===== src/rtl/airhockey_pkg.sv =====
// Shared air-hockey definitions: display geometry defaults, paddle FSM states
// and the index-to-mask decode that the ball/collision logic also uses.
package airhockey_pkg;

    localparam int ROWS_DEF    = 8;
    localparam int PAD_LEN_DEF = 3;

    typedef enum logic [1:0] {
        IDLE   = 2'd0,
        HOLD   = 2'd1,
        REPEAT = 2'd2
    } pad_state_t;

    function automatic int home_idx(input int rows, input int pad_len);
        return (rows - pad_len + 1) / 2;
    endfunction

    function automatic int max_idx(input int rows, input int pad_len);
        return rows - pad_len;
    endfunction

    // Result is wide enough for any column height; callers cast to their row count.
    function automatic logic [63:0] mask_from_idx(input int idx, input int pad_len);
        logic [63:0] ones;
        ones = (64'd1 << pad_len) - 64'd1;
        return ones << idx;
    endfunction

endpackage


===== src/rtl/paddle_ctrl_multi_if.sv =====
// Paddle command/position bundle: per-paddle controls in, lit-row masks, indices and limit flags out.
interface paddle_ctrl_multi_if #(
    parameter int NUM_PADS = 2,
    parameter int ROWS     = 8,
    parameter int IDXW     = 3
);
    logic                     tick;
    logic [NUM_PADS-1:0]      en;
    logic [NUM_PADS-1:0]      up;
    logic [NUM_PADS-1:0]      center;
    logic [NUM_PADS*ROWS-1:0] pos_mask;
    logic [NUM_PADS*IDXW-1:0] pos_idx;
    logic [NUM_PADS-1:0]      at_top;
    logic [NUM_PADS-1:0]      at_bot;

    modport master (
        output tick, en, up, center,
        input  pos_mask, pos_idx, at_top, at_bot
    );

    modport slave (
        input  tick, en, up, center,
        output pos_mask, pos_idx, at_top, at_bot
    );
endinterface


===== src/rtl/paddle_chan.sv =====
// One paddle: hold-to-auto-repeat move FSM, tick counter and saturating row index.
//   state  | meaning
//   IDLE   | button released; next qualifying tick steps immediately
//   HOLD   | stepped once, counting ticks until auto-repeat starts
//   REPEAT | auto-repeating, one step every REPEAT_RATE ticks
module paddle_chan
    import airhockey_pkg::*;
#(
    parameter int ROWS        = 8,
    parameter int PAD_LEN     = 3,
    parameter int REPEAT_DLY  = 4,
    parameter int REPEAT_RATE = 2,
    parameter int IDXW        = $clog2(ROWS)
) (
    input  logic            clk,
    input  logic            reset,
    input  logic            tick,
    input  logic            en,
    input  logic            up,
    input  logic            center,
    output logic [ROWS-1:0] pos_mask,
    output logic [IDXW-1:0] pos_idx,
    output logic            at_top,
    output logic            at_bot
);

    localparam int CNT_MAX = (REPEAT_DLY > REPEAT_RATE) ? REPEAT_DLY : REPEAT_RATE;
    localparam int CNTW    = $clog2(CNT_MAX) + 1;

    localparam logic [IDXW-1:0] HOME    = IDXW'(home_idx(ROWS, PAD_LEN));
    localparam logic [IDXW-1:0] MAXI    = IDXW'(max_idx(ROWS, PAD_LEN));
    localparam logic [CNTW-1:0] DLY_TC  = CNTW'(REPEAT_DLY - 1);
    localparam logic [CNTW-1:0] RATE_TC = CNTW'(REPEAT_RATE - 1);

    pad_state_t      state, state_n;
    logic [CNTW-1:0] cnt, cnt_n;
    logic [IDXW-1:0] idx, idx_n;
    logic            dir, dir_n;
    logic            do_step;

    always_ff @(posedge clk) begin
        if (!reset) begin
            state <= IDLE;
            cnt   <= '0;
            idx   <= HOME;
            dir   <= 1'b0;
        end else begin
            state <= state_n;
            cnt   <= cnt_n;
            idx   <= idx_n;
            dir   <= dir_n;
        end
    end

    always_comb begin
        state_n = state;
        cnt_n   = cnt;
        idx_n   = idx;
        dir_n   = dir;
        do_step = 1'b0;

        if (center) begin
            state_n = IDLE;
            cnt_n   = '0;
            idx_n   = HOME;
        end else if (!en) begin
            state_n = IDLE;
            cnt_n   = '0;
        end else if (tick) begin
            // A direction change while held is handled exactly like a fresh press.
            if (state == IDLE || up != dir) begin
                do_step = 1'b1;
                dir_n   = up;
                cnt_n   = '0;
                state_n = HOLD;
            end else if (state == HOLD) begin
                if (cnt == DLY_TC) begin
                    do_step = 1'b1;
                    cnt_n   = '0;
                    state_n = REPEAT;
                end else begin
                    cnt_n = cnt + CNTW'(1);
                end
            end else begin
                if (cnt == RATE_TC) begin
                    do_step = 1'b1;
                    cnt_n   = '0;
                end else begin
                    cnt_n = cnt + CNTW'(1);
                end
            end

            // At a wall the FSM keeps its cadence; only the index saturates.
            if (do_step) begin
                if (up && idx < MAXI) begin
                    idx_n = idx + IDXW'(1);
                end else if (!up && idx != '0) begin
                    idx_n = idx - IDXW'(1);
                end
            end
        end
    end

    assign pos_idx  = idx;
    assign pos_mask = ROWS'(mask_from_idx(int'(idx), PAD_LEN));
    assign at_top   = (idx == MAXI);
    assign at_bot   = (idx == '0);

endmodule


===== src/rtl/paddle_ctrl_multi.sv =====
// NUM_PADS independent paddle channels packed onto the shared position bus.
module paddle_ctrl_multi
    import airhockey_pkg::*;
#(
    parameter int ROWS        = ROWS_DEF,
    parameter int PAD_LEN     = PAD_LEN_DEF,
    parameter int NUM_PADS    = 2,
    parameter int REPEAT_DLY  = 4,
    parameter int REPEAT_RATE = 2,
    parameter int IDXW        = $clog2(ROWS)
) (
    input  logic               clk,
    input  logic               reset,
    paddle_ctrl_multi_if.slave bus
);

    logic [NUM_PADS*ROWS-1:0] mask_w;
    logic [NUM_PADS*IDXW-1:0] idx_w;
    logic [NUM_PADS-1:0]      top_w;
    logic [NUM_PADS-1:0]      bot_w;

    for (genvar k = 0; k < NUM_PADS; k++) begin : g_pad
        paddle_chan #(
            .ROWS        (ROWS),
            .PAD_LEN     (PAD_LEN),
            .REPEAT_DLY  (REPEAT_DLY),
            .REPEAT_RATE (REPEAT_RATE),
            .IDXW        (IDXW)
        ) u_chan (
            .clk      (clk),
            .reset    (reset),
            .tick     (bus.tick),
            .en       (bus.en[k]),
            .up       (bus.up[k]),
            .center   (bus.center[k]),
            .pos_mask (mask_w[k*ROWS +: ROWS]),
            .pos_idx  (idx_w[k*IDXW +: IDXW]),
            .at_top   (top_w[k]),
            .at_bot   (bot_w[k])
        );
    end

    assign bus.pos_mask = mask_w;
    assign bus.pos_idx  = idx_w;
    assign bus.at_top   = top_w;
    assign bus.at_bot   = bot_w;

endmodule


===== src/flat_wrapper.sv =====
// flat-port wrapper written by rule: the top's interface ports become plain ports
module paddle_ctrl_multi_flat import airhockey_pkg::*;
#(
    parameter int ROWS        = ROWS_DEF,
    parameter int PAD_LEN     = PAD_LEN_DEF,
    parameter int NUM_PADS    = 2,
    parameter int REPEAT_DLY  = 4,
    parameter int REPEAT_RATE = 2,
    parameter int IDXW        = $clog2(ROWS)
)
  (clk, reset, bus_tick, bus_en, bus_up, bus_center, bus_pos_mask, bus_pos_idx, bus_at_top, bus_at_bot);
  paddle_ctrl_multi_if #(.NUM_PADS(NUM_PADS), .ROWS(ROWS), .IDXW(IDXW)) bus_i ();
  input  logic clk;
  input  logic reset;
  input wire logic [$bits(bus_i.tick)-1:0] bus_tick;
  input wire logic [$bits(bus_i.en)-1:0] bus_en;
  input wire logic [$bits(bus_i.up)-1:0] bus_up;
  input wire logic [$bits(bus_i.center)-1:0] bus_center;
  output wire logic [$bits(bus_i.pos_mask)-1:0] bus_pos_mask;
  output wire logic [$bits(bus_i.pos_idx)-1:0] bus_pos_idx;
  output wire logic [$bits(bus_i.at_top)-1:0] bus_at_top;
  output wire logic [$bits(bus_i.at_bot)-1:0] bus_at_bot;
  assign bus_i.tick = bus_tick;
  assign bus_i.en = bus_en;
  assign bus_i.up = bus_up;
  assign bus_i.center = bus_center;
  assign bus_pos_mask = bus_i.pos_mask;
  assign bus_pos_idx = bus_i.pos_idx;
  assign bus_at_top = bus_i.at_top;
  assign bus_at_bot = bus_i.at_bot;
  paddle_ctrl_multi #(.ROWS(ROWS), .PAD_LEN(PAD_LEN), .NUM_PADS(NUM_PADS), .REPEAT_DLY(REPEAT_DLY), .REPEAT_RATE(REPEAT_RATE), .IDXW(IDXW)) u_core (.clk(clk), .reset(reset), .bus(bus_i));
endmodule

===== config.mk =====
export PLATFORM = sky130hd
export DESIGN_NAME = paddle_ctrl_multi_flat
export DESIGN_NICKNAME = d
export VERILOG_FILES = /design/src/rtl/airhockey_pkg.sv /design/src/rtl/paddle_ctrl_multi_if.sv /design/src/rtl/paddle_chan.sv /design/src/rtl/paddle_ctrl_multi.sv /design/src/flat_wrapper.sv
export SDC_FILE = /design/constraint.sdc
export NUM_CORES = 1
export LEC_CHECK = 0
export CAP_MARGIN = 25
export CORE_MARGIN = 5
export CORE_UTILIZATION = 48
export DETAILED_ROUTE_END_ITERATION = 12
export GPL_TIMING_DRIVEN = 1
export PLACE_DENSITY = 0.8
export RECOVER_POWER = 25
export SYNTH_ARGS = -nofsm -noshare
export SYNTH_HDL_FRONTEND = slang
export SYNTH_SLANG_ARGS = --single-unit
export TNS_END_PERCENT = 50

===== constraint.sdc =====
create_clock -name clk -period 2.1 [get_ports clk]
set_input_delay 0.315 -clock clk [delete_from_list [all_inputs] [get_ports clk]]
set_output_delay 0.315 -clock clk [all_outputs]
set_load 0.05 [all_outputs]

; ---- Yosys cells after proc, flatten, opt, wreduce, memory -nomap -nowiden
; Cells that the tools add are included.
[word_totals]
latchBits = 0
mem_bits_ro = 0
out_inout_bits = 26
word_cells = 95
ram_bits = 0
inputBits = 9
memories = 0
reg_bits = 18
[op_classes]
n_bitwise = 5
mux = 32
multipliers = 0
n_addsub = 6
n_eq_ne = 10
order_cmp = 2
shifts = 2
n_div = 0
reduce_logical = 30
[op_table]
columns = op, count
row1 = $mux 3, 12
row2 = $reduce_and 4->1, 4
row3 = $shl 3x3->8 const A, 2
row4 = $mux 1, 14
row5 = $add 3x1->3 const B, 4
row6 = $mux 2, 6
row7 = $reduce_bool 2->1, 6
row8 = $eq 3x1->1 const B, 2
row9 = $eq 3x2->1 const B, 2
row10 = $eq 3x3->1 const B, 2
row11 = $logic_not 3->1, 2
row12 = $lt 3x3->1 const B, 2
row13 = $reduce_and 3->1, 2
row14 = $reduce_bool 3->1, 2
row15 = $reduce_or 3->1, 2
row16 = $sub 3x1->3 const B, 2
row17 = $not 1->1, 5
row18 = $eq 2x1->1 const B, 2
row19 = $logic_and 1x1->1, 4
row20 = $logic_not 2->1, 2
row21 = $reduce_or 2->1, 2
row22 = $logic_not 1->1, 2
row23 = $logic_or 1x1->1, 2
row24 = $ne 1x1->1, 2

; ---- Logic depth before layout (Yosys ltp)
[depth]
ltp_word = 8
depth_mapped = 7
depth_no_buf = 7

; ---- By module
; A second synthesis with hierarchy kept.
[unflattened]
hier_cells = 160
area_unflattened_um2 = 1321.3
[by_module_without_submodules]
columns = mod, area_each_um2, n_inst, cells_per_inst, seq_area_each_um2
row1 = paddle_chan, 660.6, 2, 80, 180.2

; ---- Least setup slack after synthesis
; OpenSTA, ideal clock, no wires.
[synth_path]
kind = flip-flop to flip-flop
from = reg u_core.g_pad[0].u_chan.idx[0]
to = reg u_core.g_pad[0].u_chan.idx[2]
arrival_ps = 2136
stages_incl_launch_ff = 8
period_less_slack_ps = 2206
path_slack_ps = -106
setup_time_ps = 70
cell_sequence = dfxtp_1 > buf_6 > o21a_4 > nand2b_2 > fa_1 > xnor2_1 > or3_1 > a21boi_1
[synth_via]
elab_chain_len = 4
elab_cells_between_ends = 10
classes_between = 2 x add/sub / 1 x order compare / 2 x mux / 5 x reduce/logical
[synth_lines]
columns = item, line_no
row1 = from (decl), paddle_chan.sv:37  ; logic [IDXW-1:0] idx, idx_n;
row2 = from (signal assigned), paddle_chan.sv:50  ; idx <= idx_n;
row3 = $lt 3x3->1 / $reduce_bool 3->1 (equally long branches), "paddle_chan.sv:95, paddle_chan.sv:97"
row4 = "$logic_and 1x1->1, on equally long branches", "paddle_chan.sv:95, paddle_chan.sv:97"
row5 = $reduce_bool 2->1 (no line), n/a
row6 = $reduce_and 4->1 (no line), n/a
; Several ways; a longest one is shown, not always the timed one. The select of a mux whose other input is x is not followed.
; A chain may end at the register's enable or synchronous reset.

; ---- Worst setup path in the final report
[layout_path]
from = reg u_core.g_pad[1].u_chan.idx[1]
to = out bus_pos_idx[4]
[layout_lines]
columns = item, line_no
row1 = from (decl), paddle_chan.sv:37
row2 = from (signal assigned), paddle_chan.sv:50
row3 = to (decl), flat_wrapper.sv:20  ; output wire logic [$bits(bus_i.pos_idx)-1:0] bus_pos_idx;
; No word-level cell between the ends.

==> results.cfg <==
[run_status]
outcome = finished clean

[layout]
layout_common_cells = buf_4 (18), nor2_1 (17), nand2_1 (16)
drive_above_1_share_pct = 17.7
final_nets = 206
finalCoreUtilization_pct = 63.7
stdcell_count = 216
area_delta_synth_final_pct = 24.8
final_common_cell = buf_4
num_antenna_cells = 0

[worst_hold_path]
min_delay_path_depth = 2
min_path_type = reg -> reg

[clock_tree]
post_cts_resized = 1
cts_tree = done
cts_setup_buffers = 0
htreeDepth = 1
clock_path_buffers = 2
cts_hold_buf = 0
clkSinkCount = 18
clk_pin_slew_ns = 0.11
root_buffer = clkbuf_4
cts_inserted_buffers = 3
clkLatencyLatePin_ns = 0.31

[placed_design]
hpwl_mm = 2.21
dp_cells = 212
io_buffers = 34
place_congestion = 0.795

[worst_setup_path]
crit_buf_inv = 1
cp-start-kind = flip-flop
r2r_cells = 6
criticalPathCategory = reg -> out
required_ns = 1.78
path_max_fanout = 12
max_stage_delay_ns = 0.85
crit_family = buffers and inverters
crit_path_cell_trace = clkdlybuf4s50_1
cp_data_arrival_time_ns = 1.64
endpoint_kind = primary output
cp.depth = 1
crit_slowest_cell = clkdlybuf4s50_1

[floorplanning]
die_x_um = 61.6
io_pins = 35
rows = 18
core-area_mm2 = 0.00250
initial_core_util_pct = 51.1
die_area_mm2 = 0.00379
die_y_um = 61.6

[global_route]
grt_pass1_wl_mm = 4.85
grt_pass1_vias = 1108
track_usage_pct = 17.1
globalRoute.totalOverflow = 0
antenna_found_initial = 0
grt_start_max_net_pins = 13

[routing]
met1_length_mm = 1.25
dr_wl_met2_mm = 1.30
post-route-drc-count = 0
highest-signal-layer = met4
vias = 1111
viasPerCell = 5.14
dr.first_iter.drc_count = 63
routed_wl_mm = 2.74
drt_first_pass_iters = 4
ant_nets = 0
met3_length_um = 143
wire_per_inst_um = 12.7

[yosys]
synth_top_flop_cell = dfxtp_1
synthDominantCellAreaShare_pct = 28.2
ys_seq_area_share_pct = 28.2
synth.area.top_cells = dfxtp_1 (28%), ha_1 (7.8%), mux2i_1 (5.5%)
syn_area_mm2 = 0.00128
synth_edf_count = 0
yosys.area.top_type = dfxtp_1
ys_seq_elements = 18
async_flop_share_pct = 0
syn_nets = 173
avgSynthCellArea_um2 = 8.29
synthDistinctLibCells = 37
syn_inst = 154
yosys_warnings = 0

[timing]
clock.fmax_ghz = 0.511
slew_viol_final = 0
period_needed_ns = 1.96
clock_skew_ns = 0.00140
tightest_slew_ns = 0.594
finalHoldViolations = 0
setup_viol = 0
hold_ws_ns = 0.499
rsz0062_at_grt = no
relSlewSlack_pct = 60.6
fin_crit_sh_pct = 93.2

[job]
max-cap-violations = 0

[pwr]
irDropWorstVdd_uv = 350
combPwrFrac_pct = 22.7
pwr-share-clk_pct = 29.8
power_density_mw_per_mm2 = 478
switchingPower_w = 0.000242
power.internal_w = 0.000520
seqPwrFrac_pct = 47.5
leakagePower_nw = 0.678
switching_share_pct = 31.8
-- registers in the layout, summed over array words and instances (netlist names) --
| register | cells |
|---|---|
| u_core.g_pad.u_chan.cnt | 6 |
| u_core.g_pad.u_chan.pos_idx | 6 |
| u_core.g_pad.u_chan.state | 4 |
| u_core.g_pad.u_chan.dir | 2 |
-- layer usage --
layer	GRT usage (%)	vias up
met1	20.6	508
met5	0	-
met3	1.89	5
met2	30.5	21
met4	6.97	0
li1	-	577
-- synthesized netlist by cell type (2+ instances only) --
cell / count
xor2_1: 2
nor4_1: 2
mux2i_1: 7
dfxtp_1: 18
o21ai_0: 3
ha_1: 8
a211oi_2: 2
nand3b_1: 3
a221oi_1: 2
buf_2: 3
or3_1: 2
nor2b_1: 6
inv_1: 9
nand2_1: 16
a21oi_1: 9
fa_1: 2
nor2_1: 17
a21boi_1: 2
buf_4: 7
or4_1: 2
and2_1: 2
nor3_1: 5
o21a_4: 2
o21ai_1: 2
xnor2_1: 3
buf_6: 3
nand3_1: 4
nand2b_1: 2
-- cells by family after synthesis --
group                    after synthesis  share of synthesized area (%)
flip-flops                            18                           28.2
XOR/XNOR                               6                           4.71
adder cells (fa/ha/maj)               10                           11.0
buffers and inverters                 23                           10.9
AND/OR/NAND/NOR                       65                           25.5
multiplexers                           7                           5.49
AO/OA/AOI/OAI                         25                           14.2
-- area by class of cell --
class | instances | area [µm²]
Sequential cell | 18 | 364
Timing Repair Buffer | 41 | 348
Multi-Input combinational cell | 113 | 769
Fill cell | 221 | 907
Tap cell | 30 | 37.5
Inverter | 10 | 37.5
Clock buffer | 4 | 36.3
-- worst reg2reg max path, stage by stage, from the launching register on --
cell and delay [ns]:
dfxtp_2 0.41, o21a_4 0.25, nand2b_2 0.20, fa_1 0.39
xnor2_1 0.15, or3_1 0.31, a21boi_1 0.13
-- through the flow --
stage	setup slack [ns]	instance area (µm²)	total power, W	TNS, ns
after detailed placement	0.118	1570	0.000550	0
after floorplan	-0.0852	1280	0.000485	-0.276
final	0.144	1590	0.000762	0
after global placement	0.167	1570	0.000544	0
after global routing	0.0819	1590	0.000798	0
after CTS	0.00861	1600	0.000773	0
-- worst paths after layout --
check                                                       from                                             end  slack, ns
hold / removal      u_core.g_pad[0].u_chan.state[0]$_SDFFE_PP0P_    u_core.g_pad[0].u_chan.state[0]$_SDFFE_PP0P_       0.50
setup reg to reg  u_core.g_pad[0].u_chan.pos_idx[0]$_SDFFE_PP1P_  u_core.g_pad[0].u_chan.pos_idx[2]$_SDFFE_PP0P_       0.20
hold reg to reg     u_core.g_pad[0].u_chan.state[0]$_SDFFE_PP0P_    u_core.g_pad[0].u_chan.state[0]$_SDFFE_PP0P_       0.50
setup / recovery  u_core.g_pad[1].u_chan.pos_idx[1]$_SDFFE_PP1P_                                  bus_pos_idx[4]       0.14
-- power groups by stage --
stage	combinational [W]	clock (W)	sequential, W
floorplan	0.000111	0	0.000374
global placement	0.000175	0	0.000369
detailed placement	0.000180	0	0.000370
CTS	0.000180	0.000231	0.000362
global route	0.000188	0.000247	0.000363
finish	0.000173	0.000227	0.000361
Power figures use the tool's default switching activity.
